--- config.mk ---
export PLATFORM = sky130hd
export DESIGN_NAME = spi_frame_ctrl
export DESIGN_NICKNAME = d
export VERILOG_FILES = /design/src/rtl/spi_frame_ctrl.sv
export SDC_FILE = /design/constraint.sdc
export NUM_CORES = 1
export LEC_CHECK = 0
export ABC_CLOCK_PERIOD_IN_PS = 4500
export CORE_AREA = 2 2 118 120
export CTS_BUF_LIST = sky130_fd_sc_hd__clkbuf_2
export DETAILED_ROUTE_END_ITERATION = 8
export DIE_AREA = 0 0 120 122
export GPL_TIMING_DRIVEN = 0
export HOLD_SLACK_MARGIN = 0.06
export PLACE_DENSITY = 0.56
export SYNTH_ARGS = -nofsm -noshare
export SYNTH_HDL_FRONTEND = slang
export SYNTH_SLANG_ARGS = --single-unit
--- constraint.sdc ---
create_clock -name clock -period 4.5 [get_ports clock]
set_input_delay 0.9 -clock clock [delete_from_list [all_inputs] [get_ports clock]]
set_output_delay 0.9 -clock clock [all_outputs]
set_load 0.1 [all_outputs]
--- src/rtl/spi_frame_ctrl.sv ---
// spi_frame_ctrl: parses [CMD][ADDR][LEN][DATA x LEN] SPI write frames into register-file writes.
// Latency: payload byte -> wr_valid one cycle after its rx_valid edge; retire pulse one cycle after the last handshake.
// Backpressure: wr_ready stalls the payload FIFO; a payload byte meeting a full, non-popping FIFO is dropped and errors the frame.
// Build option: define SPI_FRAME_CHECKSUM_EN to expect a trailing XOR checksum byte (CMD ^ ADDR ^ LEN ^ data).

// Small generic FIFO: head is visible combinationally, push into a full FIFO succeeds only alongside a pop.
module spi_frame_fifo #(
    parameter int W     = 16,
    parameter int DEPTH = 4
) (
    input  logic         clock,
    input  logic         reset,
    input  logic         push,
    input  logic [W-1:0] push_dat,
    input  logic         pop,
    output logic [W-1:0] head_dat,
    output logic         empty,
    output logic         full,
    output logic         one_left
);
    localparam int AW = (DEPTH > 1) ? $clog2(DEPTH) : 1;
    localparam logic [AW:0] FULL_CNT = (AW+1)'(DEPTH);
    localparam logic [AW:0] ONE_CNT  = (AW+1)'(1);

    logic [W-1:0]  mem [DEPTH];
    logic [AW-1:0] wr_ptr;
    logic [AW-1:0] rd_ptr;
    logic [AW:0]   count;
    logic          do_push;
    logic          do_pop;

    assign do_pop   = pop & ~empty;
    assign do_push  = push & (~full | do_pop);
    assign empty    = (count == '0);
    assign full     = (count == FULL_CNT);
    assign one_left = (count == ONE_CNT);
    assign head_dat = mem[rd_ptr];

    // Storage, pointers and occupancy; pointers wrap naturally because DEPTH is a power of two.
    always_ff @(posedge clock or negedge reset) begin
        if (!reset) begin
            for (int i = 0; i < DEPTH; i++) mem[i] <= '0;
            wr_ptr <= '0;
            rd_ptr <= '0;
            count  <= '0;
        end else begin
            if (do_push) begin
                mem[wr_ptr] <= push_dat;
                wr_ptr      <= wr_ptr + 1'b1;
            end
            if (do_pop) rd_ptr <= rd_ptr + 1'b1;
            case ({do_push, do_pop})
                2'b10:   count <= count + 1'b1;
                2'b01:   count <= count - 1'b1;
                default: ;
            endcase
        end
    end
endmodule

module spi_frame_ctrl #(
    parameter int         FIFO_DEPTH = 4,
    parameter logic [7:0] CMD_WRITE  = 8'hA5
) (
    input  logic       clock,
    input  logic       reset,       // asynchronous, active-low
    input  logic [7:0] rx_byte,
    input  logic       rx_valid,
    input  logic       ss,
    output logic [7:0] wr_addr,
    output logic [7:0] wr_data,
    output logic       wr_valid,
    input  logic       wr_ready,
    output logic       busy,
    output logic       frame_done,
    output logic       frame_err
);
    typedef enum logic [2:0] {
        S_IDLE, S_CMD, S_ADDR, S_LEN, S_DATA, S_TAIL, S_ERR, S_DRAIN
    } state_t;

    state_t     state;
    state_t     byte_state;     // where this cycle's byte (if any) takes the FSM, before ss is considered
    logic       byte_err;
    logic       push;
    logic       pop;
    logic       trunc;
    logic       ss_q;
    logic       ss_fall;
    logic       ss_rise;
    logic       err_flag;
    logic [7:0] base;
    logic [7:0] len;
    logic [7:0] idx;
    logic [15:0] head;
    logic       fifo_empty;
    logic       fifo_full;
    logic       fifo_one;
`ifdef SPI_FRAME_CHECKSUM_EN
    logic [7:0] csum;
    logic       cs_seen;
    logic       cs_done;
`endif

    assign ss_fall  = ss_q & ~ss;
    assign ss_rise  = ~ss_q & ss;
    assign wr_valid = ~fifo_empty;
    assign pop      = wr_valid & wr_ready;
    assign wr_addr  = head[15:8];
    assign wr_data  = head[7:0];

    spi_frame_fifo #(.W(16), .DEPTH(FIFO_DEPTH)) u_fifo (
        .clock    (clock),
        .reset    (reset),
        .push     (push),
        .push_dat ({base + idx, rx_byte}),
        .pop      (pop),
        .head_dat (head),
        .empty    (fifo_empty),
        .full     (fifo_full),
        .one_left (fifo_one)
    );

    // Decode the effect of the current byte on the frame parser.
    always_comb begin
        byte_state = state;
        byte_err   = 1'b0;
        push       = 1'b0;
        if (rx_valid) begin
            case (state)
                S_CMD: begin
                    if (rx_byte == CMD_WRITE) byte_state = S_ADDR;
                    else begin
                        byte_state = S_ERR;
                        byte_err   = 1'b1;
                    end
                end
                S_ADDR: byte_state = S_LEN;
                S_LEN:  byte_state = (rx_byte == 8'h00) ? S_TAIL : S_DATA;
                S_DATA: begin
                    if (fifo_full && !pop) begin
                        byte_state = S_ERR;
                        byte_err   = 1'b1;
                    end else begin
                        push = 1'b1;
                        if (idx + 8'd1 == len) byte_state = S_TAIL;
                    end
                end
                S_TAIL: begin
`ifdef SPI_FRAME_CHECKSUM_EN
                    if (!cs_seen) byte_err = (rx_byte != csum);
                    else begin
                        byte_state = S_ERR;
                        byte_err   = 1'b1;
                    end
`else
                    byte_state = S_ERR;
                    byte_err   = 1'b1;
`endif
                end
                default: ;
            endcase
        end
    end

    // A frame closed by ss before its expected bytes arrived is truncated.
`ifdef SPI_FRAME_CHECKSUM_EN
    assign cs_done = cs_seen | (rx_valid & (state == S_TAIL));
    assign trunc   = (byte_state inside {S_CMD, S_ADDR, S_LEN, S_DATA}) ||
                     ((byte_state == S_TAIL) && !cs_done);
`else
    assign trunc   = byte_state inside {S_CMD, S_ADDR, S_LEN, S_DATA};
`endif

    // Frame sequencer: state, frame context and the registered status outputs.
    always_ff @(posedge clock or negedge reset) begin
        if (!reset) begin
            state      <= S_IDLE;
            ss_q       <= 1'b1;
            busy       <= 1'b0;
            frame_done <= 1'b0;
            frame_err  <= 1'b0;
            err_flag   <= 1'b0;
            base       <= 8'h00;
            len        <= 8'h00;
            idx        <= 8'h00;
`ifdef SPI_FRAME_CHECKSUM_EN
            csum       <= 8'h00;
            cs_seen    <= 1'b0;
`endif
        end else begin
            ss_q       <= ss;
            frame_done <= 1'b0;
            frame_err  <= 1'b0;
            case (state)
                S_IDLE: begin
                    if (ss_fall) begin
                        state    <= S_CMD;
                        busy     <= 1'b1;
                        err_flag <= 1'b0;
`ifdef SPI_FRAME_CHECKSUM_EN
                        csum     <= 8'h00;
                        cs_seen  <= 1'b0;
`endif
                    end
                end
                S_DRAIN: begin
                    // Retire as the last queued write is accepted, so the pulse follows it by one cycle.
                    if (fifo_empty || (fifo_one && pop)) begin
                        frame_done <= ~err_flag;
                        frame_err  <= err_flag;
                        busy       <= 1'b0;
                        state      <= S_IDLE;
                    end
                end
                default: begin
                    state <= byte_state;
                    if (byte_err) err_flag <= 1'b1;
                    if (rx_valid) begin
                        case (state)
                            S_ADDR: base <= rx_byte;
                            S_LEN: begin
                                len <= rx_byte;
                                idx <= 8'h00;
                            end
                            default: ;
                        endcase
                        if (push) idx <= idx + 8'd1;
`ifdef SPI_FRAME_CHECKSUM_EN
                        if (state inside {S_CMD, S_ADDR, S_LEN, S_DATA}) csum <= csum ^ rx_byte;
                        if (state == S_TAIL) cs_seen <= 1'b1;
`endif
                    end
                    // The byte of this cycle has been accounted for; ss closing the window wins the state.
                    if (ss_rise) begin
                        state <= S_DRAIN;
                        if (trunc) err_flag <= 1'b1;
                    end
                end
            endcase
        end
    end
endmodule

==> key figures <==
Clocking
  • Clk sinks: 103
  • Num CTS Buffers: 9
  • H-Tree Depth: 3
  • CTS max path bufs: 2
  • Clock transition at path regs: 250 ps
  • CTS Hold Bufs: 0
  • Clk root buf: clkbuf_2
  • CTS tree: built
  • Setup bufs post-CTS: 0
  • Clk_lat worst skew: 580 ps

Logic synthesis
  • Synth Net Count: 449
  • Yosys top cell area share: 48.9%
  • Total number of yosys warnings: 0
  • Sequential-to-total area share from yosys stat: 49.4%
  • Yosys top cell by area: dfrtp_1
  • Post-Syn Instances: 417
  • Main synth FF type: dfrtp_1
  • Post-Syn Area: 5220 um2
  • EDFF count, synth: 0
  • Syn_area_per_cell: 12.5 um2
  • Synth async-reset ratio: 100%
  • Count of different cell masters after synthesis: 58
  • Flip-flop and latch count after synthesis: 103
  • Synth top area cells: dfrtp_1 49%, mux2_2 14%, mux4_2 6.9%

Final layout
  • Commonest non-fill, non-tap cells in the layout: 101 x dfrtp_1, 67 x mux2_2, 40 x nand2_1
  • Fin util: 43.6%
  • Fin nets: 492
  • Area Overhead vs Synth: 12.9%
  • Diodes inserted: 0
  • Layout cells sized above 1: 27.2%
  • Most common cell after layout, fill and taps aside: dfrtp_1

Global routing
  • Antenna violations before repair: 0
  • M1 GR Usage: 19.7%
  • Tot GR Track Use: 15.6%
  • GRT overflow: 0
  • Met3 global-route usage: 4.03%
  • Pin count of the biggest net entering global routing: 55
  • GR peak layer: met2
  • Vias in the first global route: 3,359
  • First-pass GRT wire length: 17,400 um
  • Met2 Use GR: 27.0%

Floorplanning
  • Initial core utilization: 38.6%
  • Die Y: 122 um
  • Rows: 43
  • Die footprint: 14,600 um2
  • Core area: 13,500 um2
  • Chip Width: 120 um
  • IO Count: 33

Setup path
  • Worst R2R Path Depth: 10
  • Reg2reg start: state[1]$_DFFE_PN0P_
  • CP Cell Sequence: buf_1 -> clkbuf_1 -> mux4_2 -> dlymetal6s2s_1
  • Critical-path top delay cell: dlymetal6s2s_1
  • WP data required: 3600 ps
  • Critical Path Sink: wr_data[7]
  • Worst R2R Setup Slack: 1820 ps
  • Crit. End Element: output pin
  • CP Depth: 4
  • Critical Path Start Type: flip-flop
  • CP peak stage delay: 740 ps
  • CP top delay family: buffers and inverters
  • Worst Path Arrival: 3040 ps
  • Critical Path Start: u_fifo.rd_ptr[1]$_DFFE_PN0P_
  • Reg2reg end: err_flag$_DFFE_PN0P_
  • Worst-path maximum fanout: 10
  • CP bufs+invs: 3
  • CP Class: flip-flop to output pin

STA
  • Final setup fails: 0
  • Period utilization: 87.7%
  • Final setup TNS: 0 ps
  • Max_slew headroom: 34.5%
  • Fmax: 254 MHz
  • Hold Fails Final Rpt: 0
  • Skew final: 26.7 ps
  • Hold WS: 302 ps
  • Fin crit period: 3940 ps
  • Unrepaired setup endpoints after global routing: no
  • Transition time at the pin with the least slew margin: 981 ps
  • Pins Over Slew Limit: 0

Routing
  • Vias: 3,369
  • Post-route antenna net violation count: 0
  • Mean number of vias per cell: 5.23
  • Drt first pass iters: 5
  • Routed wire length: 10,800 um
  • Initial DRC Count: 190
  • Routed wire length per instance: 16.7 um
  • DRC errors left: 0

Outcome
  • Outcome: finished clean

Placed design
  • Final Wtd Congestion: 0.824
  • Post-DP HPWL: 7610 um
  • PortBufs: 32

Flow run
  • Max-cap violations: 0

Min path
  • Min-Delay Path Class: input pin to async pin
## logic make-up (layout without fill, tap and decap cells)
| family | count (synthesis) | after routing | share of synthesized area (%) |
|---|---|---|---|
| flops | 103 | 103 | 49.4 |
| simple gates | 98 | 98 | 10.1 |
| mux | 86 | 86 | 21.9 |
| compound gates | 62 | 62 | 7.17 |
| buf+inv | 27 | 74 | 2.97 |
| xor+xnor | 22 | 22 | 3.69 |
| fa+ha+maj | 19 | 19 | 4.70 |
## synth_stat cells (2+ instances only)
cell type  count
dfrtp_1      102
mux2_2        67
nand2_1       40
o21ai_0       33
ha_1          18
mux4_2        16
xnor2_1       14
nor2_1        12
a21oi_1        9
buf_2          8
inv_1          8
xor2_1         8
nand3_1        6
nand2b_1       5
clkbuf_1       4
nor2b_1        4
nor3_1         4
mux2i_1        3
nand4_1        3
o31ai_1        3
or3_1          3
a21o_1         2
a22oi_1        2
a31oi_1        2
and2_1         2
and3_1         2
and3_2         2
and3_4         2
buf_1          2
nor3_2         2
or4_1          2
## repair_timing
item,CTS,global route
gates resized for setup,0,10
setup endpoints to repair,8,9
gates cloned,0,0
## registers in the layout, indices dropped and copies added, names as in the netlist
signal and flops:
base 8, state 3, busy 1, len 8
err_flag 1, ss_q 1, idx 8, u_fifo.count 3
frame_err 1, u_fifo.wr_ptr 2, u_fifo.rd_ptr 2, u_fifo.mem 64
frame_done 1
## cell type report
class                   count  area (um2)
flip-flops and latches    103        2580
repair buffers             33         368
clock buffers               9        45.0
clock inverters             6        37.5
fillers                  1274        7610
multi-input cells         287        2480
inverters                   9        33.8
plain buffers              17         118
well taps                 180         225
## worst min-delay path by stage
| stage | from | end | slack (ps) | cells past startpoint |
|---|---|---|---|---|
| after detailed placement | u_fifo.mem[26]$_DFFE_PN0P_ | u_fifo.mem[26]$_DFFE_PN0P_ | 470 | 2 |
| after global placement | u_fifo.mem[26]$_DFFE_PN0P_ | u_fifo.mem[26]$_DFFE_PN0P_ | 460 | 2 |
| final | reset | u_fifo.mem[58]$_DFFE_PN0P_ | 300 | 1 |
| after CTS | reset | u_fifo.mem[14]$_DFFE_PN0P_ | 260 | 1 |
| after floorplan | u_fifo.mem[25]$_DFFE_PN0P_ | u_fifo.mem[25]$_DFFE_PN0P_ | 440 | 2 |
| after global routing | reset | u_fifo.mem[58]$_DFFE_PN0P_ | 250 | 1 |
## routing by layer
layer,part of all wire [%],vias to the layer above
li1,-,1589
met1,46,1712
met2,50,59
met3,3.2,9
met4,1.1,0
met5,0,-
## metrics by stage
| step | cell area (um2) | setup slack (ps) | instances |
|---|---|---|---|
| final | 5890 | 556 | 644 |
| after global placement | 5760 | -1490 | 629 |
| after floorplan | 5220 | 1670 | 417 |
| after CTS | 5870 | 60.2 | 644 |
| after global routing | 5890 | 312 | 644 |
| after detailed placement | 5790 | 576 | 630 |
Power is left out: the tool's default activity adds up to more than one toggle a clock period on the data nets, which glitch-free logic cannot reach.
